===== config.mk =====
export PLATFORM = sky130hd
export DESIGN_NAME = mem_port_arbiter
export DESIGN_NICKNAME = d
export VERILOG_FILES = /design/src/rtl/mem_port_arbiter.sv
export SDC_FILE = /design/constraint.sdc
export NUM_CORES = 1
export LEC_CHECK = 0
export CORE_AREA = 2 2 106 108
export CTS_BUF_LIST = sky130_fd_sc_hd__clkbuf_16
export DETAILED_ROUTE_END_ITERATION = 12
export DIE_AREA = 0 0 108 110
export GPL_ROUTABILITY_DRIVEN = 0
export GPL_TIMING_DRIVEN = 0
export HOLD_SLACK_MARGIN = 0.08
export PLACE_DENSITY = 0.65
export SETUP_SLACK_MARGIN = 0.3
export SYNTH_ARGS = -nofsm -noshare
export SYNTH_HDL_FRONTEND = slang
export SYNTH_SLANG_ARGS = --single-unit

===== constraint.sdc =====
create_clock -name clk -period 2 [get_ports clk]
set_input_delay 0.4 -clock clk [delete_from_list [all_inputs] [get_ports clk]]
set_output_delay 0.4 -clock clk [all_outputs]
set_load 0.005 [all_outputs]

===== src/rtl/mem_port_arbiter.sv =====
// Arbitrates one single-port, variable-latency memory between the IF fetch port and the
// MEM data port: one transaction in flight, data priority, bounded fetch starvation.
module mem_port_arbiter #(
  parameter int XLEN         = 32,
  parameter int STARVE_LIMIT = 4
) (
  input  logic            clk,
  input  logic            rst,
  input  logic            if_req,
  input  logic [XLEN-1:0] if_addr,
  input  logic            if_kill,
  output logic            if_gnt,
  output logic            if_rvalid,
  output logic [XLEN-1:0] if_rdata,
  input  logic            dm_req,
  input  logic            dm_we,
  input  logic [XLEN-1:0] dm_addr,
  input  logic [XLEN-1:0] dm_wdata,
  output logic            dm_gnt,
  output logic            dm_rvalid,
  output logic [XLEN-1:0] dm_rdata,
  output logic            mem_req,
  output logic            mem_we,
  output logic [XLEN-1:0] mem_addr,
  output logic [XLEN-1:0] mem_wdata,
  input  logic            mem_ready,
  input  logic            mem_rvalid,
  input  logic [XLEN-1:0] mem_rdata
);

  typedef enum logic [1:0] {ST_IDLE, ST_HOLD, ST_WAIT} state_e;
  typedef enum logic {OWN_IF, OWN_DM} owner_e;

  localparam logic [3:0] STARVE_MAX = 4'(STARVE_LIMIT);

  state_e     state_q, state_d;
  owner_e     owner_q, owner_d;
  logic       discard_q, discard_d;
  logic [3:0] starve_q, starve_d;

  logic if_eligible;
  logic pick_dm;
  logic present;
  logic present_dm;

  // Both ports see the memory bus directly; rvalid alone qualifies the data.
  assign if_rdata = mem_rdata;
  assign dm_rdata = mem_rdata;

  always_comb begin
    // NOTE: every signal gets a default before any branch so no path leaves it unassigned (no latches).
    state_d     = state_q;
    owner_d     = owner_q;
    discard_d   = discard_q;
    starve_d    = starve_q;
    if_eligible = if_req && !if_kill;
    pick_dm     = 1'b0;
    present     = 1'b0;
    present_dm  = 1'b0;
    mem_req     = 1'b0;
    mem_we      = 1'b0;
    mem_addr    = '0;
    mem_wdata   = '0;
    if_gnt      = 1'b0;
    dm_gnt      = 1'b0;
    if_rvalid   = 1'b0;
    dm_rvalid   = 1'b0;

    // No handshakes are offered while reset is held.
    if (!rst) begin
      case (state_q)
        ST_IDLE: begin
          pick_dm    = dm_req && !(if_eligible && starve_q == STARVE_MAX);
          present    = pick_dm || if_eligible;
          present_dm = pick_dm;
          if (present) begin
            owner_d = pick_dm ? OWN_DM : OWN_IF;
            state_d = mem_ready ? ST_WAIT : ST_HOLD;
          end
        end
        ST_HOLD: begin
          if (owner_q == OWN_IF && if_kill) begin
            state_d = ST_IDLE;
          end else begin
            present    = 1'b1;
            present_dm = (owner_q == OWN_DM);
            if (mem_ready) state_d = ST_WAIT;
          end
        end
        ST_WAIT: begin
          if (mem_rvalid) begin
            state_d   = ST_IDLE;
            discard_d = 1'b0;
            if (owner_q == OWN_DM) dm_rvalid = 1'b1;
            else                   if_rvalid = !(discard_q || if_kill);
          end else if (owner_q == OWN_IF && if_kill) begin
            discard_d = 1'b1;
          end
        end
        default: state_d = ST_IDLE;
      endcase
    end

    mem_req = present;
    if (present) begin
      if (present_dm) begin
        mem_we    = dm_we;
        mem_addr  = dm_addr;
        mem_wdata = dm_wdata;
        dm_gnt    = mem_ready;
      end else begin
        mem_addr  = if_addr;
        if_gnt    = mem_ready;
      end
    end

    // Count data grants that overtook a waiting fetch; any fetch grant or idle fetch port clears it.
    if (if_gnt || !if_req) begin
      starve_d = '0;
    end else if (dm_gnt && starve_q != STARVE_MAX) begin
      starve_d = starve_q + 4'd1;
    end
  end

  // NOTE: state registers use non-blocking assignments so all flops update together at the edge.
  always_ff @(posedge clk or posedge rst) begin
    if (rst) begin
      state_q   <= ST_IDLE;
      owner_q   <= OWN_IF;
      discard_q <= 1'b0;
      starve_q  <= '0;
    end else begin
      state_q   <= state_d;
      owner_q   <= owner_d;
      discard_q <= discard_d;
      starve_q  <= starve_d;
    end
  end

endmodule


==> run metrics <==
status complete, but fails checks; violated checks negative setup slack; RSZ-0062 raised after global routing true; Starting Density 16.19%; internal reg-to-reg setup slack 0.14 ns; pre-CTS setup slack -1.180 ns; largest net degree at the start of global routing 11; clock slew at reported path FFs 0.04 ns; CTS Hold Buffers Added 0; Worst Setup Start Kind flop; antenna viol nets, final 0; clock buffer depth 2; final instance area around 0.0053 mm2; Critical Path End mem_addr[2]; H-Tree Depth 1; DP Wirelength 7.049 mm; number of port buffers 236; first-pass GRT wire length 13.39 mm; Avg Cell Area, Syn 6.343 um2; P per Cell Area 582.7 mW/mm2; crit path time final between 2 and 3 ns; placed inst area 0.004546 mm2; final hold vios 0; kind of critical path flop to output port; Setup Skew 0.002257 ns; YS warnings 0; final wirelength 9.314 mm; CTS root buf clkbuf_16; synth-to-layout area growth 208.8%; Synth async-reset ratio 100.0%; Pleak about 2.4 nW; Mapped Nets 411; share of layout cells above drive strength 1 a little under three fifths; Final Max Tran Viols 0; actual slew at the worst max-slew pin 0.4264 ns; Yosys reg bits 8; Area contributors post-synth buf_4, nand2_1, and2_1; sequential-to-total area share from yosys stat 11.56%; fin crit share 125.5%; number of synthesized flops with an enable pin 0; CTS sink cnt 8; setup TNS -27.86 ns; GR Util All Layers 13.84%; Die Area approximately 0.012 mm2; Post-Syn Instances 273; Core ar. 0.01070 mm2; total global routing overflow 0; DRT iter0 DRCs 91; DR WL/cell between 10 and 15 um; DIE WIDTH 108 um; Die H 110 um; maxcap violations 0; initial antenna violation count 0; nets@finish approximately 710; clock buffer count from CTS 3; Setup Viol. Count Final 68; Worst-Skew Late Latency between 0.2 and 0.25 ns; Yosys top cell by area buf_4; Critical R2R Launch starve_q[1]; Vias 2,873; Vias/cell 4.052; Post-synth top cells nand2_1, buf_4, a21oi_1, and2_1, dfrtp_1; share of the synthesized area in the top cell type 30.35%; Critical Path Source starve_q[1]; Final WS setup -0.5094 ns; DRC viols 0; first-pass iteration count of the detailed router 4; Core Util, Final 49.99%; number of global-route vias before repair 2,764; io pins 270; CP max FO 6; CTS tree built; fmax between 0.3 and 0.4 GHz; top-count cell post-synth nand2_1; # diodes 0; crit path capture type output port; Post-Syn Area 0.001732 mm2; Worst EP required 1.60 ns; Worst R2R End starve_q[2]; Max rail drop VDD 0.2871 mV; top_reg_cell synth dfrtp_1; Reg2Reg Depth 9; Slew HR 71.57%; crit path DAT between 2 and 2.5 ns; worst hold path class input pin to async pin; Distinct cells, synth 35; row count 38
area by class of cell:
type / count / area (um2)
flip-flops and latches: 8 / 203.9
well taps: 140 / 175.2
multi-input cells: 182 / 1356
repair buffers: 293 / 2823
clock buffers: 3 / 75.07
inverters: 4 / 17.52
fillers: 999 / 5350
plain buffers: 79 / 696.9
how the worst min path moves through the flow:
stage	endpoint	slack, ns	from
after CTS	starve_q[0]	0.32	rst
after global routing	starve_q[0]	0.36	rst
after global placement	discard_q	0.50	discard_q
after detailed placement	discard_q	0.50	discard_q
final	starve_q[0]	0.32	rst
after floorplan	discard_q	0.22	rst
kinds of logic (layout without fill, tap and decap cells):
kind of cell	after synthesis	in the layout	synth area share [%]
adders and majority gates	2	2	1.445
DFF	8	8	11.56
and+or+nand+nor	131	131	37.21
AOI/OAI and AO/OA	49	49	16.04
buffers and inverters	83	379	33.74
sequential cells by signal (all words and copies together) (netlist names):
signal     count
starve_q       4
discard_q      1
owner_q        1
state_q        2
placed cells by master, fill, tap and decap left out, types with 2 or more instances in the layout:
cell type | synthesis | layout
nand2_2 | 1 | 16
and2_4 | 0 | 35
nor2_4 | 1 | 3
a21oi_1 | 35 | 2
o21ai_0 | 3 | 3
nor2_1 | 6 | 2
buf_6 | 1 | 64
and3_4 | 0 | 2
o22ai_1 | 2 | 2
clkbuf_16 | 0 | 4
a21oi_2 | 0 | 32
dfrtp_2 | 0 | 3
clkbuf_8 | 0 | 3
dlygate4sd2_1 | 0 | 2
nand3b_1 | 2 | 2
buf_2 | 2 | 30
inv_2 | 1 | 2
nand2_4 | 0 | 7
a31oi_1 | 2 | 2
nand3_1 | 3 | 3
clkdlybuf4s15_2 | 0 | 6
nor2_2 | 0 | 2
buf_8 | 0 | 10
dfrtp_1 | 8 | 5
clkdlybuf4s50_1 | 0 | 162
nand2_1 | 71 | 49
buf_4 | 70 | 93
metal layers:
| metal | track usage (%) | vias up | part of all wire (%) |
|---|---|---|---|
| met1 | 14.68 | 1297 | 34 |
| met2 | 27.09 | 145 | 55 |
| met4 | 3.846 | 0 | 1.6 |
| li1 | - | 1418 | - |
| met3 | 3.351 | 13 | 9.3 |
| met5 | 0 | - | 0 |
per-stage QoR:
stage	hold WS, ns	total power [mW]	instances
finish	0.3187	3.116	709
global route	0.3557	3.321	709
CTS	0.3236	2.984	697
detailed placement	0.4986	2.099	649
global placement	0.4999	2.083	649
floorplan	0.2157	1.144	273
report_power, final:
part           switching, mW  total, mW  internal, mW  leakage, nW
combinational          0.950       2.51          1.56         2.29
clock                 0.0765      0.334         0.258       0.0370
sequential            0.0637      0.268         0.205        0.102
total                   1.09       3.12          2.03         2.43
worst max-delay path, cell delays in order, from the launching register on:
cell and delay, ns:
dfrtp_1 0.38, inv_2 0.09, ha_4 0.13, nand3b_1 0.17, o211ai_4 0.28, and2_4 0.19
buf_8 0.12, buf_8 0.11, buf_8 0.11, nand2_2 0.05, a21oi_2 0.10, buf_2 0.14
repair_timing:
item	4_1_cts	5_1_grt
pin swaps	20	21
endpoints found under the setup margin	74	74
setup buffers	42	12
gates cloned	3	0
resized for setup	402	25
Note: power is estimated with default switching activity, not from simulation.
